<file path="src/rtl/character_sprite_fetcher_pkg.sv">
// Shared character constants: sprite geometry, display ids, colour key and sprite ROM contents.
// The ROM image is generated by sprite_rom_word so the table is fixed at elaboration.
package character_sprite_fetcher_pkg;

   localparam int SPRITE_W_DEF = 32;
   localparam int SPRITE_H_DEF = 32;
   localparam int NUM_SPRITES_DEF = 7;
   localparam int COORD_WIDTH_DEF = 10;
   localparam logic [11:0] TRANSPARENT_RGB_DEF = 12'hF0F;

   typedef enum logic [2:0] {
      IDLE_DIS_1      = 3'd0,
      IDLE_DIS_2      = 3'd1,
      WALK_DIS_1      = 3'd2,
      WALK_DIS_2      = 3'd3,
      JUMP_DIS        = 3'd4,
      HURT_DIS        = 3'd5,
      SAFE_GROUND_DIS = 3'd6
   } display_id_e;

   // Every address congruent to 3 mod 7 holds the colour key, so each sprite row has see-through pixels.
   function automatic logic [11:0] sprite_rom_word(input logic [31:0] addr);
      if (addr % 32'd7 == 32'd3) begin
         return TRANSPARENT_RGB_DEF;
      end
      return 12'(addr * 32'd37 + (addr >> 5) * 32'd11);
   endfunction

endpackage

</file>
<file path="src/rtl/character_sprite_fetcher_rom.sv">
// character_sprite_rom: sprite image store, address in, registered 12-bit colour out (one-cycle latency).
module character_sprite_rom
   import character_sprite_fetcher_pkg::*;
#(
   parameter int ADDR_W = 13
) (
   input  logic              sys_clk,
   input  logic [ADDR_W-1:0] rom_addr,
   output logic [11:0]       rom_data
);

   always_ff @(posedge sys_clk) begin
      rom_data <= sprite_rom_word(32'(rom_addr));
   end

endmodule

</file>
<file path="src/rtl/character_sprite_fetcher.sv">
// Character sprite pixel fetcher: per-frame position/id latch, 3-cycle pixel pipeline and hit counter.
// Build option: define SPRITE_MIRROR_EN to flip sprite columns when the character faces left.
module character_sprite_fetcher
   import character_sprite_fetcher_pkg::*;
#(
   parameter int          SPRITE_W        = SPRITE_W_DEF,
   parameter int          SPRITE_H        = SPRITE_H_DEF,
   parameter int          NUM_SPRITES     = NUM_SPRITES_DEF,
   parameter int          COORD_WIDTH     = COORD_WIDTH_DEF,
   parameter logic [11:0] TRANSPARENT_RGB = TRANSPARENT_RGB_DEF
) (
   input  logic                   sys_clk,
   input  logic                   sys_rst_n,
   input  logic                   frame_start,
   input  logic [2:0]             char_display_id,
   input  logic                   facing_left,
   input  logic [COORD_WIDTH-1:0] char_x,
   input  logic [COORD_WIDTH-1:0] char_y,
   input  logic                   pixel_valid,
   input  logic [COORD_WIDTH-1:0] pixel_x,
   input  logic [COORD_WIDTH-1:0] pixel_y,
   output logic                   out_valid,
   output logic                   sprite_hit,
   output logic [11:0]            sprite_rgb,
   output logic [10:0]            hit_count
);

   localparam int XW     = $clog2(SPRITE_W);
   localparam int YW     = $clog2(SPRITE_H);
   localparam int ADDR_W = $clog2(NUM_SPRITES * SPRITE_W * SPRITE_H);
   localparam int CW1    = COORD_WIDTH + 1;

   logic [2:0]             id_q;
   logic                   face_q;
   logic [COORD_WIDTH-1:0] cx_q;
   logic [COORD_WIDTH-1:0] cy_q;

   always_ff @(posedge sys_clk or negedge sys_rst_n) begin
      if (!sys_rst_n) begin
         id_q   <= '0;
         face_q <= 1'b0;
         cx_q   <= '0;
         cy_q   <= '0;
      end else if (frame_start) begin
         id_q   <= (32'(char_display_id) < 32'(NUM_SPRITES)) ? char_display_id : 3'd0;
         face_q <= facing_left;
         cx_q   <= char_x;
         cy_q   <= char_y;
      end
   end

   // Box test at one extra bit so char_x + SPRITE_W never wraps past the screen edge.
   logic [CW1-1:0] px_e, py_e, cx_e, cy_e;
   logic           in_box_c;
   logic [XW-1:0]  dx_lo, col_c;
   logic [YW-1:0]  dy_lo;

   assign px_e = {1'b0, pixel_x};
   assign py_e = {1'b0, pixel_y};
   assign cx_e = {1'b0, cx_q};
   assign cy_e = {1'b0, cy_q};

   assign in_box_c = (px_e >= cx_e) && (px_e < cx_e + CW1'(SPRITE_W)) &&
                     (py_e >= cy_e) && (py_e < cy_e + CW1'(SPRITE_H));

   assign dx_lo = pixel_x[XW-1:0] - cx_q[XW-1:0];
   assign dy_lo = pixel_y[YW-1:0] - cy_q[YW-1:0];

`ifdef SPRITE_MIRROR_EN
   assign col_c = face_q ? (XW'(SPRITE_W - 1) - dx_lo) : dx_lo;
`else
   logic unused_face;
   assign unused_face = face_q;
   assign col_c = dx_lo;
`endif

   logic              v1, v2, v3;
   logic              in_box1, in_box2, in_box3;
   logic [XW-1:0]     col1;
   logic [YW-1:0]     row1;
   logic [2:0]        id1;
   logic [ADDR_W-1:0] addr2;
   logic [11:0]       rom_data;

   // id travels with the pixel so a frame_start mid-pipeline cannot change an in-flight address.
   always_ff @(posedge sys_clk or negedge sys_rst_n) begin
      if (!sys_rst_n) begin
         v1      <= 1'b0;
         v2      <= 1'b0;
         v3      <= 1'b0;
         in_box1 <= 1'b0;
         in_box2 <= 1'b0;
         in_box3 <= 1'b0;
         col1    <= '0;
         row1    <= '0;
         id1     <= '0;
         addr2   <= '0;
      end else begin
         v1      <= pixel_valid;
         in_box1 <= in_box_c;
         col1    <= col_c;
         row1    <= dy_lo;
         id1     <= id_q;
         v2      <= v1;
         in_box2 <= in_box1;
         addr2   <= ADDR_W'(id1) * ADDR_W'(SPRITE_W * SPRITE_H) +
                    ADDR_W'(row1) * ADDR_W'(SPRITE_W) + ADDR_W'(col1);
         v3      <= v2;
         in_box3 <= in_box2;
      end
   end

   character_sprite_rom #(
      .ADDR_W (ADDR_W)
   ) u_rom (
      .sys_clk  (sys_clk),
      .rom_addr (addr2),
      .rom_data (rom_data)
   );

   logic hit_c;
   assign hit_c      = v3 && in_box3 && (rom_data != TRANSPARENT_RGB);
   assign out_valid  = v3;
   assign sprite_hit = hit_c;
   assign sprite_rgb = hit_c ? rom_data : 12'h000;

   logic [10:0] hit_cnt;

   // A hit coinciding with frame_start belongs to the frame that is just beginning.
   always_ff @(posedge sys_clk or negedge sys_rst_n) begin
      if (!sys_rst_n) begin
         hit_cnt   <= '0;
         hit_count <= '0;
      end else if (frame_start) begin
         hit_count <= hit_cnt;
         hit_cnt   <= {10'd0, hit_c};
      end else if (hit_c && (hit_cnt != 11'h7FF)) begin
         hit_cnt <= hit_cnt + 11'd1;
      end
   end

endmodule

</file>
<file path="config.mk">
export PLATFORM = sky130hd
export DESIGN_NAME = character_sprite_fetcher
export DESIGN_NICKNAME = d
export VERILOG_FILES = /design/src/rtl/character_sprite_fetcher_pkg.sv /design/src/rtl/character_sprite_fetcher_rom.sv /design/src/rtl/character_sprite_fetcher.sv
export SDC_FILE = /design/constraint.sdc
export NUM_CORES = 1
export LEC_CHECK = 0
export ABC_AREA = 1
export CAP_MARGIN = 10
export CELL_PAD_IN_SITES_DETAIL_PLACEMENT = 0
export CELL_PAD_IN_SITES_GLOBAL_PLACEMENT = 2
export CORE_MARGIN = 3
export CORE_UTILIZATION = 35
export DETAILED_ROUTE_END_ITERATION = 8
export DONT_BUFFER_PORTS = 1
export PLACE_DENSITY_LB_ADDON = 0.12
export SETUP_SLACK_MARGIN = 0.4
export SKIP_CTS_REPAIR_TIMING = 1
export SLEW_MARGIN = 20
export SYNTH_ARGS = -nofsm -noshare
export SYNTH_HDL_FRONTEND = slang
export SYNTH_SLANG_ARGS = --single-unit
</file>
<file path="constraint.sdc">
create_clock -name sys_clk -period 5.25 [get_ports sys_clk]
set_clock_uncertainty 0.15 [all_clocks]
set_input_delay 0.525 -clock sys_clk [delete_from_list [all_inputs] [get_ports sys_clk]]
set_output_delay 0.525 -clock sys_clk [all_outputs]
set_load 0.02 [all_outputs]
</file>
# Yosys cells after proc, flatten, opt, wreduce, memory -nomap -nowiden
# Index checks and enable logic that the tools add are counted.
# W data, S select, Z words.
# totals
regBits	89
inputBits	48
out_inout_bits	25
wordCells	49
# classes
addsub	8
n_mul	2
div	1
n_lt_le_gt_ge	5
eq_ne	3
mux	7
n_reduce_logical	7
# op_table
op	count
$mux W12	3
$eq A32 B2 Y1 const B	1
$mod A13 B3 Y32 const B	1
$add A10 B6 Y11 const B	2
$lt A10 B11 Y1	2
$mux W11	2
$ge A10 B10 Y1	2
$add A13 B10 Y13	1
$add A13 B5 Y13	1
$mul A13 B6 Y12 const B	1
$add A12 B12 Y12	1
$mul A8 B4 Y12 const B	1
$ne A12 B12 Y1 const B	1
$add A11 B1 Y11 const B	1
$ne A11 B11 Y1 const B	1
$sub A5 B5 Y5	2
$logic_and A1 B1 Y1	6
$lt A3 B3 Y1 const B	1
$mux W3	1
$reduce_bool A2 Y1	1
$mux W1	1

# Depth between registers and ports, before layout
# depth
ltp_word	5
ltp_mapped	58
mapped_depth_nobuf	58

# By module
# From an unflattened synthesis, not the netlist that was laid out.
# hier_totals
cells_unflattened	955
hier_area_um2	7467.2
# by_module_without_submodules
mod	n_inst	cells_per_inst	area_each_um2	seq_area_each_um2
character_sprite_fetcher	1	472	4013.8	1926.8
character_sprite_rom	1	483	3453.3	240.2

# Worst setup path after synthesis
# No wires, ideal clock.
# synth_path
path_type	register to register
from	register addr2[6]
to	register u_rom.rom_data[8]
setup_time_ps	67
arrival_ps	5528
t_required_ps	5033
slack_ps	-495
stages_incl_launch_ff	53
path_buffers	0
period_less_slack_ps	5745
cell_sequence	dfrtp_1 > inv_1 > ha_1 > inv_1 > nand2_1 > nor2_2 > nand2_4 > nand3_2 > nand2_1 > nand3_2 > nand2_1 > nand2_1 > inv_1 > nand2_2 > nand2_2 > nor2_2 > nand2_2 > nand2_2 > (+17 left out) > nand4_1 > nand2_1 > inv_1 > ha_1 > nand3_2 > nand2_2 > nor2_4 > nand2_2 > nand2_1 > nand2_1 > ha_1 > nand3_1 > nand2_1 > o21bai_1 > nand3_1 > nor2_2 > nand2_4 > o21ai_2
# synth_between
elab_chain_cells	4
elab_cells_between_ends	7
cone_classes	add/sub: 1; mul: 2; div: 1; eq/ne: 1; mux: 2
# synth_rtl
element	line_no	source
start, declared	character_sprite_fetcher.sv:82	logic [ADDR_W-1:0] addr2;
start signal, assigned	character_sprite_fetcher.sv:106	addr2 <= ADDR_W'(id1) * ADDR_W'(SPRITE_W * SPRITE_H) +
$mod A13 B3 Y32	character_sprite_fetcher_pkg.sv:23	if (addr % 32'd7 == 32'd3) begin
$eq A32 B2 Y1	character_sprite_fetcher_pkg.sv:23	
$mux W1	character_sprite_fetcher_pkg.sv:23	
$mux W12 *	character_sprite_fetcher_pkg.sv:26	return 12'(addr * 32'd37 + (addr >> 5) * 32'd11);
end signal, assigned	character_sprite_fetcher_rom.sv:13	rom_data <= sprite_rom_word(32'(rom_addr));
end, declared	character_sprite_fetcher_rom.sv:9	output logic [11:0] rom_data
# Every way passes the cells marked *; elsewhere a longest branch is shown, timed or not.
# A chain may end at the register's enable or synchronous reset.

# Final worst setup path
# layout_path
from	register addr2[11]
to	register u_rom.rom_data[11]
# Same word-level chain as after synthesis.

==> results.md <==
* Rows at 52
* Fmax at 172 MHz
* Min Tclk post-route at slightly below 6 ns
* Register area share after synthesis at between 20% and 30%
* Hold Vio Cnt, Final at 0
* Layout cells sized above 1 at about 27%
* CTS tree: yes
* Asr flop ratio synth at just under 90%
* Setup CP Type: flop to flop
* Critical path required time at between 5 and 6 ns
* Core Area at ~20000 um2
* Antenna Cells at 0
* Area delta synth->final at 27.5%
* Post-Syn Nets at between 1000 and 1500
* DRC errors left at 0
* Synth Area in Compound Gates at under 10%
* First-pass GRT wire length at between 20000 and 30000 um
* Initial Util at between 30% and 40%
* Startpoint Class: flop
* WP data arrival at 5.96 ns
* DP Worst Slack at -0.512 ns
* Crit end category: flop
* Post-Route WL at 16900 um
* Clk sinks at 89
* Share of the synthesized area in the top cell type at approximately a quarter
* Mean Syn Cell Area at a little under 8 um2
* Setup violations, final at 12
* Grt ovf at 0
* Slowest CP cell: dfrtp_2
* Tightest Hold Check Type: input pin to flop
* Tot GR Track Use at between 10% and 20%
* Starting DRT DRC Count at 180
* Register bit total from synthesis at around 90
* Critical path peak fanout at 8
* Run status: complete, but fails checks
* Slew Viols, Final at 0
* Crit path launch: addr2[11]
* Mux cell area share after synthesis at 0%
* DR vias at about 6000
* Most used cell along the critical path: nand2_2
* Ys Warns at 0
* Clock Pin Slew Worst Setup and Hold Paths at 0.06 ns
* Worst reg2reg startpoint: addr2[11]
* Max-Cap Viols at 0
* DRT antenna net count at 0
* RSZ-0062 raised after global routing: yes
* Simple-gate share of the synthesized area at between 20% and 30%
* Die W at about 150 um
* Mapped cell area at between 7000 and 8000 um2
* Worst rel slew slack at between 30% and 40%
* Post-synthesis xor/xnor area fraction at under 10%
* Worst-Skew Late Latency at 0.33 ns
* Cts bufs inserted at 9
* Clock Root Buffer: clkbuf_16
* Cell count after synthesis at about 940
* DP Wirelength at roughly 13000 um
* Initial antenna violation count at 0
* H-tree lvl count at 3
* Worst Slack Setup Final at -0.580 ns
* Worst path bufs/invs at 4
* CP top delay family: simple AND/OR/NAND/NOR gates
* Area leader, netlist: dfrtp_1
* Number of synthesized flops with an enable pin at 0
* Drt via density at 4.53
* Adder-Cell Fraction of Synth Area at just over 20%
* Failing checks: setup timing
* Vias in the first global route at approximately 6000
* Final worst-path cycle share at 111%
* Drt wl/cell at between 10 and 15 um
* Worst-Margin Slew at 0.945 ns
* Most used DFF post-synth: dfrtp_1
* Slowest stage delay, CP at ~0.41 ns
* CTS max path bufs at 2
* Synth cell types at between 40 and 50
* PortBufs at 0
* HP Start: pixel_valid
* Final nets at 1209
* Boundary pin count at between 70 and 80
* Synth top area cells: dfrtp_1 (26%), ha_1 (13%), nand2_1 (9.9%)
* Largest family of logic cells by synthesized area: simple AND/OR/NAND/NOR gates
* DRT Pass-1 Iters at 4
* Pin count of the biggest net entering global routing at about 80
* Die ar. at around 23000 um2
* Die Span Y at roughly 150 um
* Routability cong. at roughly 0.78
## final timing paths
kind,cells past startpoint,slack [ns],endpoint
setup / recovery,51,-0.58,u_rom.rom_data[11]
hold / removal,0,0.07,v1
setup reg to reg,51,-0.58,u_rom.rom_data[11]
hold reg to reg,0,0.20,addr2[12]
max in group asynchronous,2,3.99,addr2[5]
min in group asynchronous,2,0.60,out_valid
## synthesized netlist by cell type (5+ instances only)
library cell / n
a21oi_1: 31
clkbuf_1: 9
dfrtp_1: 77
dfxtp_1: 12
fa_1: 28
ha_1: 74
inv_1: 183
inv_2: 5
nand2_1: 193
nand2_2: 29
nand3_1: 58
nand3_2: 15
nand4_1: 11
nand4_2: 5
nor2_1: 54
nor2_2: 9
nor2_4: 7
nor3_1: 14
o21ai_0: 49
xnor2_1: 12
xor2_1: 20
## sequential cells by signal, summed over array words and instances, names as in the netlist, 3 cells and up
name and cells:
hit_cnt 11, hit_count 11, u_rom.rom_data 12, id_q 3, col1 5, cx_q 10
addr2 13, row1 5, id1 3, cy_q 10
## cell usage in the layout, fill, tap and decap left out, types with 4 or more instances in the layout
master	n
nor4_1	4
nor2_1	50
nor3_1	13
xnor2_1	12
nand4_1	11
nand3_1	42
nand4_4	4
inv_2	13
dfrtp_1	73
nor2_4	15
fa_1	28
buf_4	113
dfxtp_1	12
clkbuf_1	4
nand3_2	24
o21ai_0	48
buf_6	6
dfrtp_2	4
nand3_4	8
a31oi_1	4
nand2_2	47
nor2_2	5
nand2_1	160
clkbuf_16	10
xor2_1	20
inv_1	174
nand2_4	16
ha_1	71
a21oi_1	29
## cells by family after synthesis
group | Yosys count
DFF | 89
xor gates and xnor gates | 32
and+or+nand+nor | 408
buffers and inverters | 201
AOI/OAI and AO/OA | 106
adders and majority gates | 102
## stage by stage
step / instance area [um2] / util (%) / hold WS [ns] / cells / setup TNS, ns
6_report: 9310 / 45.7 / 0.0689 / 1334 / -6.64
5_1_grt: 9310 / 45.7 / 0.0572 / 1334 / -12.50
4_1_cts: 8640 / 42.4 / -0.284 / 1309 / -6.15
3_5_place_dp: 8380 / 41.1 / 0.0831 / 1293 / -6.00
3_3_place_gp: 8380 / 41.1 / 0.0830 / 1293 / -5.45
2_1_floorplan: 7380 / - / 0.0794 / 938 / -2.58
## area by class of cell
type	count	area [um2]
Sequential cell	89	2170
Inverter	188	708
Timing Repair Buffer	123	998
Multi-Input combinational cell	648	4830
Tap cell	270	338
Clock buffer	14	254
Clock inverter	2	12.5
Fill cell	2101	11100
## metal layers
metal / up-vias / part of all wire, % / track usage [%]
met5: - / 0 / 0
met4: 0 / 0.86 / 3.25
met3: 10 / 3.1 / 2.44
met2: 52 / 51 / 27.2
met1: 2767 / 45 / 19.7
li1: 3211 / - / -
Power is left out: the tool's default activity adds up to more than one toggle a clock period on the data nets, which glitch-free logic cannot reach.
